--- src/rtl/ifu_pkg.sv ---
// Shared fetch-buffer types and constants: 4-entry depth, entry layout {addr, data, fault, par}.
// Pure declarations; no latency or flow control of its own.
package ifu_pkg;

  localparam int FB_DEPTH = 4;
  localparam int FB_PTR_W = 2;
  localparam int FB_CNT_W = 3;

  typedef struct packed {
    logic [31:1] addr;
    logic [63:0] data;
    logic        fault;
    logic        par;
  } fb_entry_t;

  localparam int FB_ENTRY_W = $bits(fb_entry_t);

  function automatic logic [FB_PTR_W-1:0] fb_ptr_add(input logic [FB_PTR_W-1:0] ptr,
                                                     input logic [FB_PTR_W-1:0] n);
    return ptr + n;
  endfunction

endpackage

--- src/rtl/ifu_fb_par.sv ---
// 64-bit even-parity generator for the write path and checker for the head entry.
// Purely combinational; no flow control.
module ifu_fb_par (
  input  logic [63:0] i_gen_data,
  output logic        o_gen_par,
  input  logic [63:0] i_chk_data,
  input  logic        i_chk_par,
  input  logic        i_chk_vld,
  output logic        o_perr
);

  logic w_chk_par;

  assign o_gen_par = ^i_gen_data;
  assign w_chk_par = ^i_chk_data;
  assign o_perr    = i_chk_vld & (i_chk_par != w_chk_par);

endmodule

--- src/rtl/rvdff.sv ---
// Flop primitives: rvdff (synchronous active-high reset) and rvdffe (enable-only, never reset).
// One-cycle latency; no flow control.
module rvdff #(
  parameter int WIDTH = 1
) (
  input  logic             clk,
  input  logic             rst,
  input  logic [WIDTH-1:0] i_din,
  output logic [WIDTH-1:0] o_dout
);

  logic [WIDTH-1:0] r_q;

  always_ff @(posedge clk) begin
    if (rst) begin
      r_q <= '0;
    end else begin
      r_q <= i_din;
    end
  end

  assign o_dout = r_q;

endmodule

module rvdffe #(
  parameter int WIDTH = 1
) (
  input  logic             clk,
  input  logic             i_en,
  input  logic [WIDTH-1:0] i_din,
  output logic [WIDTH-1:0] o_dout
);

  logic [WIDTH-1:0] r_q;

  always_ff @(posedge clk) begin
    if (i_en) begin
      r_q <= i_din;
    end
  end

  assign o_dout = r_q;

endmodule

--- src/rtl/ifu_fb_ctl.sv ---
// 4-entry fetch buffer between the I-cache F2 stage and the aligner; writes visible 1 cycle later, full
// buffer drops writes unless a consume frees a slot (sticky overflow). Parity per entry with RV_FB_PARITY_EN.
module ifu_fb_ctl
  import ifu_pkg::*;
(
  input  logic        clk,
  input  logic        rst,
  input  logic        ifc_fetch_req_f2,
  input  logic        ic_hit_f2,
  input  logic [31:1] ifc_fetch_addr_f2,
  input  logic [63:0] ic_data_f2,
  input  logic        ic_access_fault_f2,
  input  logic        exu_flush_final,
  input  logic        ali_consume1,
  input  logic        ali_consume2,
  output logic        fb_valid0,
  output logic        fb_valid1,
  output logic [63:0] fb_data0,
  output logic [63:0] fb_data1,
  output logic [31:1] fb_addr0,
  output logic [31:1] fb_addr1,
  output logic        fb_fault0,
  output logic        fb_fault1,
  output logic        ifu_fb_consume1,
  output logic        ifu_fb_consume2,
  output logic [2:0]  fb_count,
  output logic        fb_full,
  output logic        fb_overflow_err,
  output logic        fb_perr0
);

`ifdef RV_FB_PARITY_EN
  localparam int PAR_W = 1;
`else
  localparam int PAR_W = 0;
`endif
  // Stored layout, LSB first: [par], fault, data, addr.
  localparam int FAULT_B = PAR_W;
  localparam int DATA_L  = PAR_W + 1;
  localparam int ADDR_L  = PAR_W + 65;
  localparam int STORE_W = FB_ENTRY_W - 1 + PAR_W;

  logic [FB_CNT_W-1:0] r_count;
  logic [FB_PTR_W-1:0] r_rd_ptr;
  logic [FB_PTR_W-1:0] r_wr_ptr;
  logic                r_ovf;

  logic                w_wr;
  logic                w_wr_ok;
  logic                w_c1;
  logic                w_c2;
  logic [1:0]          w_consumed;
  logic [FB_CNT_W-1:0] w_count_after;
  logic [FB_CNT_W-1:0] w_count_nx;
  logic [FB_PTR_W-1:0] w_rd_ptr_nx;
  logic [FB_PTR_W-1:0] w_wr_ptr_nx;
  logic                w_ovf_nx;
  logic [FB_PTR_W-1:0] w_rd_ptr1;
  logic [STORE_W-1:0]  w_wr_store;
  logic [STORE_W-1:0]  w_ent_q [FB_DEPTH];
  logic [63:0]         w_head0_dat;
  logic                w_live;

  assign w_live = ~rst;

  assign w_wr = ifc_fetch_req_f2 & ic_hit_f2 & ~exu_flush_final;
  assign w_c2 = ali_consume2 & (r_count >= 3'd2) & ~exu_flush_final;
  assign w_c1 = ali_consume1 & ~ali_consume2 & (r_count >= 3'd1) & ~exu_flush_final;

  // c1 and c2 are mutually exclusive, so {c2,c1} is the consumed count.
  assign w_consumed    = {w_c2, w_c1};
  assign w_count_after = r_count - {1'b0, w_consumed};
  assign w_wr_ok       = w_wr & (w_count_after < 3'(FB_DEPTH));

  always_comb begin
    w_count_nx  = w_count_after + {2'b00, w_wr_ok};
    w_rd_ptr_nx = fb_ptr_add(r_rd_ptr, w_consumed);
    w_wr_ptr_nx = fb_ptr_add(r_wr_ptr, {1'b0, w_wr_ok});
    w_ovf_nx    = r_ovf | (w_wr & ~w_wr_ok);
    if (exu_flush_final) begin
      w_count_nx  = '0;
      w_rd_ptr_nx = '0;
      w_wr_ptr_nx = '0;
    end
  end

  rvdff #(.WIDTH(FB_CNT_W)) u_count_ff (
    .clk    (clk),
    .rst    (rst),
    .i_din  (w_count_nx),
    .o_dout (r_count)
  );

  rvdff #(.WIDTH(FB_PTR_W)) u_rd_ptr_ff (
    .clk    (clk),
    .rst    (rst),
    .i_din  (w_rd_ptr_nx),
    .o_dout (r_rd_ptr)
  );

  rvdff #(.WIDTH(FB_PTR_W)) u_wr_ptr_ff (
    .clk    (clk),
    .rst    (rst),
    .i_din  (w_wr_ptr_nx),
    .o_dout (r_wr_ptr)
  );

  rvdff #(.WIDTH(1)) u_ovf_ff (
    .clk    (clk),
    .rst    (rst),
    .i_din  (w_ovf_nx),
    .o_dout (r_ovf)
  );

`ifdef RV_FB_PARITY_EN
  logic w_gen_par;
  logic w_perr;

  ifu_fb_par u_par (
    .i_gen_data (ic_data_f2),
    .o_gen_par  (w_gen_par),
    .i_chk_data (w_head0_dat),
    .i_chk_par  (w_ent_q[r_rd_ptr][0]),
    .i_chk_vld  (fb_valid0),
    .o_perr     (w_perr)
  );

  assign w_wr_store = {ifc_fetch_addr_f2, ic_data_f2, ic_access_fault_f2, w_gen_par};
  assign fb_perr0   = w_perr;
`else
  assign w_wr_store = {ifc_fetch_addr_f2, ic_data_f2, ic_access_fault_f2};
  assign fb_perr0   = 1'b0;
`endif

  for (genvar gi = 0; gi < FB_DEPTH; gi++) begin : g_ent
    rvdffe #(.WIDTH(STORE_W)) u_ent_ff (
      .clk    (clk),
      .i_en   (w_wr_ok & (r_wr_ptr == FB_PTR_W'(gi))),
      .i_din  (w_wr_store),
      .o_dout (w_ent_q[gi])
    );
  end

  assign w_rd_ptr1   = fb_ptr_add(r_rd_ptr, 2'd1);
  assign w_head0_dat = w_ent_q[r_rd_ptr][DATA_L +: 64];

  // Reset gating keeps outputs quiet before the first reset edge has landed.
  assign fb_count        = w_live ? r_count : 3'd0;
  assign fb_valid0       = (fb_count >= 3'd1);
  assign fb_valid1       = (fb_count >= 3'd2);
  assign fb_full         = (fb_count == 3'(FB_DEPTH));
  assign fb_overflow_err = r_ovf & w_live;
  assign ifu_fb_consume1 = w_c1 & w_live;
  assign ifu_fb_consume2 = w_c2 & w_live;

  assign fb_data0  = w_head0_dat;
  assign fb_addr0  = w_ent_q[r_rd_ptr][ADDR_L +: 31];
  assign fb_fault0 = w_ent_q[r_rd_ptr][FAULT_B];
  assign fb_data1  = w_ent_q[w_rd_ptr1][DATA_L +: 64];
  assign fb_addr1  = w_ent_q[w_rd_ptr1][ADDR_L +: 31];
  assign fb_fault1 = w_ent_q[w_rd_ptr1][FAULT_B];

endmodule

--- config.mk ---
export PLATFORM = sky130hd
export DESIGN_NAME = ifu_fb_ctl
export DESIGN_NICKNAME = d
export VERILOG_FILES = /design/src/rtl/ifu_pkg.sv /design/src/rtl/ifu_fb_par.sv /design/src/rtl/rvdff.sv /design/src/rtl/ifu_fb_ctl.sv
export SDC_FILE = /design/constraint.sdc
export NUM_CORES = 1
export LEC_CHECK = 0
export ABC_AREA = 1
export CAP_MARGIN = 20
export CORE_MARGIN = 4
export CORE_UTILIZATION = 49
export DETAILED_ROUTE_END_ITERATION = 8
export GPL_ROUTABILITY_DRIVEN = 0
export PLACE_DENSITY = 0.77
export SKIP_CTS_REPAIR_TIMING = 1
export SLEW_MARGIN = 10
export SYNTH_ARGS = -nofsm -noshare
export SYNTH_HDL_FRONTEND = slang
export SYNTH_SLANG_ARGS = --single-unit
export TNS_END_PERCENT = 20
--- constraint.sdc ---
create_clock -name clk -period 8.6 [get_ports clk]
set_input_delay 2.58 -clock clk [delete_from_list [all_inputs] [get_ports clk]]
set_output_delay 2.58 -clock clk [all_outputs]
set_load 0.1 [all_outputs]
# Word level (Yosys, flattened, before mapping)

Cells that the tools add are included.

Bits in registers: 392
Input port bits: 103
Output and inout port bits: 202
Logic and storage cells: 56

$add $sub $neg: 5
$lt $le $gt $ge: 7
Equal/unequal tests: 4
Muxes and demuxes: 7
Bitwise operators: 23
Reduce and logical (&&, ||, !) cells: 2

Operators by type and width:

| cell                | number |
|---|---|
| $bmux 96 s2         | 2 |
| $mux 96             | 4 |
| $and 1x1->1         | 16 |
| $ge 3x1->1 const B  | 2 |
| $ge 3x2->1 const B  | 2 |
| $ge 3x3->1 const B  | 2 |
| $not 2->3           | 2 |
| $eq 2x2->1 const B  | 2 |
| $not 1->1           | 4 |
| $add 3x1->3         | 1 |
| $eq 3x3->1 const B  | 1 |
| $lt 3x3->1 const B  | 1 |
| $mux 3              | 1 |
| $sub 3x2->3         | 1 |
| $add 2x1->2         | 1 |
| $add 2x1->2 const B | 1 |
| $add 2x2->2         | 1 |
| $eq 2x1->1 const B  | 1 |
| $logic_not 2->1     | 1 |
| $reduce_or 2->1     | 1 |
| $or 1x1->1          | 1 |

# Depth between registers and ports, before layout

Gate-level depths: netlist of the first run.

Word-level depth: 10
Gate-level depth with buffers: 16
Gate-level depth less buffers: 16

# Hierarchy

From an unflattened synthesis of the first run, not the netlist that was laid out.

Cell total of the unflattened synthesis: 1,694
Area total of the unflattened synthesis: 17,633.2 µm²

Modules (own cells, without submodules):

| module                  | instances | cells each | area an instance (µm²) | seq. area each (µm²) |
|---|---|---|---|---|
| rvdffe                  | 4         | 96         | 2,882.8                | 2,882.8 |
| ifu_fb_ctl              | 1         | 1,286      | 5,879.4                | 0.0 |
| rvdff (u_rd_ptr_ff ...) | 2         | 6          | 55.1                   | 40.0 |
| rvdff (u_count_ff)      | 1         | 9          | 82.6                   | 60.1 |
| rvdff (u_ovf_ff)        | 1         | 3          | 30.0                   | 20.0 |

# Worst setup path after synthesis of the first run

OpenSTA, ideal clock, no wires.

Kind: input to register
Start point: in exu_flush_final
End point: reg g_ent[0].u_ent_ff.r_q[0], enable pin
Setup time: 0.552 ns
Arrival: 7.713 ns
Required time: 8.048 ns
Setup slack: 0.335 ns
Stages: 10
Buffers on the path: 0
Path through: inv_1 > nand3_1 > nor2_1 > ha_1 > fa_1 > inv_1 > nand2_1 > nand2_1 > nand3_1 > nor2_1

Longest elaborated chain between the ends: 6
Elaborated cells on any way between the ends: 8
Classes of those cells: add/sub (1); order compare (1); bitwise (6)

Ends and longest elaborated chain:

| element                               | line                                                 | RTL |
|---|---|---|
| from (decl)                           | ifu_fb_ctl.sv:13                                     | `input logic exu_flush_final,` |
| $not 1->1 (*)                         | ifu_fb_ctl.sv:66, ifu_fb_ctl.sv:67, ifu_fb_ctl.sv:68 |  |
| $and 1x1->1, on equally long branches | ifu_fb_ctl.sv:68, ifu_fb_ctl.sv:67                   |  |
| $sub 3x2->3                           | ifu_fb_ctl.sv:72                                     | `assign w_count_after = r_count - {1'b0, w_consumed};` |
| $lt 3x3->1                            | ifu_fb_ctl.sv:73                                     | `assign w_wr_ok = w_wr & (w_count_after < 3'(FB_DEPTH));` |
| $and 1x1->1 (*)                       | ifu_fb_ctl.sv:73                                     |  |
| $and 1x1->1 (*)                       | ifu_fb_ctl.sv:138                                    | `.i_en (w_wr_ok & (r_wr_ptr == FB_PTR_W'(gi))),` |
| via g_ent[0].u_ent_ff.i_en            | rvdff.sv:30                                          | `input logic i_en,` |
| to (signal assigned)                  | rvdff.sv:39                                          | `r_q <= i_din;` |
| to (decl)                             | rvdff.sv:35                                          | `logic [WIDTH-1:0] r_q;` |

The timed path passes the listed nets; every way through them passes the cells marked *.
A chain may end at the register's enable or synchronous reset.

# Final worst setup path of the first run

Start point: reg u_rd_ptr_ff.r_q[0], in the netlist u_rd_ptr_ff.o_dout[0]
End point: out fb_data1[42]

Longest elaborated chain between the ends: 5

Ends and longest elaborated chain:

| element                         | line              | RTL |
|---|---|---|
| from (decl)                     | rvdff.sv:12       | `logic [WIDTH-1:0] r_q;` |
| from (signal assigned)          | rvdff.sv:18       | `r_q <= i_din;` |
| $add 2x1->2                     | ifu_pkg.sv:20     | `return ptr + n;` |
| $not 2->3 (implied by the code) | ifu_fb_ctl.sv:159 | `assign fb_data1 = w_ent_q[w_rd_ptr1][DATA_L +: 64];` |
| $bmux 96 s2                     | ifu_fb_ctl.sv:159 |  |
| $mux 96 (2 in series)           | n/a               |  |
| to (decl)                       | ifu_fb_ctl.sv:19  | `output logic [63:0] fb_data1,` |

Every way passes these cells. The select of a mux whose other input is x is not followed.

==> qor.yml, run 1 <==
nets: 2200
area_growth_pct: 24.15
internal_power_mw: 3.200
drv_cap: 0
fill_cells: 2753
clockPowerShare_pct: 41.7
synth_seq_cells: 392
synth-compound-area-share_pct: 11.82
cp_max_fo: 235
worstHoldPathType: "flip-flop to flip-flop"
grt_use_met3_pct: 5.528
yosys_warnings: 0
setup_violations: 0
antenna_found_initial: 3
ys_types: 24
tightest_slew_ps: 1072
syn_area_mm2: 0.01838
min_period_over_period_pct: 85.55
fin_ws_ps: 1242
start_util_pct: 49.97
grt_busiest_layer: "met2"
synth_cells: 1845
synth_top_family_by_area: "simple AND/OR/NAND/NOR gates"
ir_drop_mv: 0.1564
syn_area_per_cell_um2: 9.963
multiInputGateArea_mm2: 0.005175
comb_power_share_pct: 6.5
seq_area_mm2: 0.01170
p_switching_mw: 0.8978
numCtsBuffers: 42
io_pins: 305
ant_nets: 0
core_area_mm2: 0.03679
num_vias: 13970
p_leak_nw: 8.317
h-tree-depth: 2
pwr_density_cell_mw_per_mm2: 179.6
worst_clock_skew_ps: 14.69
via_per_inst: 5.389
cts_max_path_buffers: 3
io_buffers: 303
clock_sink_count: 392
place_hpwl_um: 27850
dieHeight_um: 201.7
wl_um: 45700
rows: 70
startpoint_type: "flip-flop"
pre_cts_slack_ps: 1380
rsz0062_at_grt: "false"
synth-xor-area-share_pct: 0.04765
yosys.area_share.adder_pct: 0.4493
fmax_mhz: 135.9
arrival_ps: 4780
crit_type: "flip-flop to primary output"
cts_tree: "done"
synth-simple-area-share_pct: 15.66
relSlewSlack_pct: 28.32
final_common_cell: "nand2_1"
drtIter0Drc: 1216
drive_above_1_share_pct: 3.957
cp.required_ps: 6020
grtUsageTotal_pct: 21.61
period_needed_ps: 7358
hold_violations: 0
worstSkewPairLatency_ps: 520
muxShareOfSynthArea_pct: 0
die_area_mm2: 0.04067
grt_pass1_vias: 13870
outcome: "complete, no violations"
grt_max_degree: 236
drtPass1Iterations: 6
synth.yosys.seq_area_share_pct: 63.60
switching_share_pct: 21.91
die_width_um: 201.7
overflow: 0
clockRootBuffer: "clkbuf_16"
fin_setup_tns_ps: 0
p_seq_share_pct: 51.8
met2_usage_pct: 38.16
clkTransAtPathRegs_ps: 60
drc: 0
drv_slew: 0
syn_nets: 1954
met1_usage_pct: 26.65
wire_per_inst_um: 17.63
layout_common_cells: "nand2_1, edfxtp_1, clkdlybuf4s50_1"
cp-end-kind: "primary output"
grt_pass1_wl_um: 71180
==> area by class of cell <==
class	instances	area share [%]
clock inverters	24	0.9156
well taps	468	2.566
clock buffers	52	4.863
diodes	1	0.01097
multi-input cells	1120	22.68
flip-flops and latches	392	51.26
repair buffers	320	14.16
inverters	215	3.547
==> power by group through the flow <==
stage | sequential [mW] | clock, mW | combinational (mW)
6_report | 2.12 | 1.71 | 0.265
5_1_grt | 2.12 | 1.82 | 0.276
4_1_cts | 2.12 | 1.74 | 0.266
3_5_place_dp | 2.16 | 0 | 0.265
3_3_place_gp | 2.16 | 0 | 0.262
2_1_floorplan | 2.16 | 0 | 0.153
==> worst paths after layout <==
kind	endpoint	slack (ps)	cells past startpoint	from
worst max register to register	g_ent[2].u_ent_ff.o_dout[4]	4960	12	u_count_ff.o_dout[1]
worst min-delay path	u_ovf_ff.o_dout	460	2	u_ovf_ff.o_dout
worst min register to register	u_ovf_ff.o_dout	460	2	u_ovf_ff.o_dout
worst max-delay path	fb_data1[42]	1240	7	u_rd_ptr_ff.o_dout[0]
==> worst max-delay path, stage by stage (launching register included) <==
cell,delay [ps]
dfxtp_4,960
buf_12,590
buf_4,890
nand2_1,110
o21ai_1,130
nand2_1,70
nand3_1,110
clkdlybuf4s50_1,1140
==> sequential cells by signal, summed over array words and instances (netlist names) <==
signal / count
u_ovf_ff.o_dout: 1
u_wr_ptr_ff.o_dout: 2
g_ent.u_ent_ff.o_dout: 384
u_rd_ptr_ff.o_dout: 2
u_count_ff.o_dout: 3
==> metal layers <==
layer | vias up | share of wire (%)
li1 | 6735 | -
met1 | 6555 | 39
met2 | 597 | 50
met3 | 78 | 9.7
met4 | 2 | 1.9
met5 | - | 0.028
==> through the flow <==
stage          area [um^2]  std cells  total power, mW  util [%]  hold slack (ps)
2_1_floorplan        18380       1845            2.317         -            423.6
3_3_place_gp         21470       2514            2.423     58.37            464.2
3_5_place_dp         21470       2514            2.427     58.37            445.5
4_1_cts              22790       2590            4.125     61.96            460.7
5_1_grt              22820       2592            4.223     62.04            476.5
6_report             22820       2592            4.098     62.04            462.9
==> cell families (layout without fill, tap and decap cells) <==
kind of cell             count (synthesis)  count (layout)
AND/OR/NAND/NOR                        726             726
flip-flops                             392             392
AO/OA/AOI/OAI                          386             386
buffers and inverters                  333             611
adder cells (fa/ha/maj)                  6               6
other                                    1               2
XOR/XNOR                                 1               1
==> cells in the mapped netlist (all sizes together) <==
| cell | n | area [um^2] |
|---|---|---|
| a21oi | 97 | 485.5 |
| nand3 | 99 | 495.5 |
| nor2 | 24 | 113.9 |
| xnor2 | 1 | 8.760 |
| clkbuf | 24 | 90.09 |
| ha | 5 | 62.56 |
| edfxtp | 384 | 11530 |
| inv | 215 | 809.5 |
| nand2 | 601 | 2258 |
| dfxtp | 8 | 160.2 |
| o21ai | 193 | 965.9 |
| nor3 | 2 | 10.01 |
| o211ai | 96 | 720.7 |
| conb | 1 | 3.750 |
| fa | 1 | 20.02 |
| buf | 94 | 645.6 |
(Power assumes the default switching activity.)
==> inputs of run 2 (changes only) <==
--- a/config.mk
+++ b/config.mk
@@ -9,6 +9,7 @@
 export CAP_MARGIN = 20
 export CORE_MARGIN = 4
 export CORE_UTILIZATION = 49
+export CTS_CLUSTER_SIZE = 30
 export DETAILED_ROUTE_END_ITERATION = 8
 export GPL_ROUTABILITY_DRIVEN = 0
 export PLACE_DENSITY = 0.77
==> results of run 2 <==
No change in the layout: final DEF, timing and power equal those of run 1.
==> inputs of run 3 (changes only) <==
--- a/config.mk
+++ b/config.mk
@@ -6,7 +6,7 @@
 export NUM_CORES = 1
 export LEC_CHECK = 0
 export ABC_AREA = 1
-export CAP_MARGIN = 20
+export CAP_MARGIN = 25
 export CORE_MARGIN = 4
 export CORE_UTILIZATION = 49
 export CTS_CLUSTER_SIZE = 30
==> results of run 3 <==
No change in the layout: final DEF, timing and power equal those of run 1.
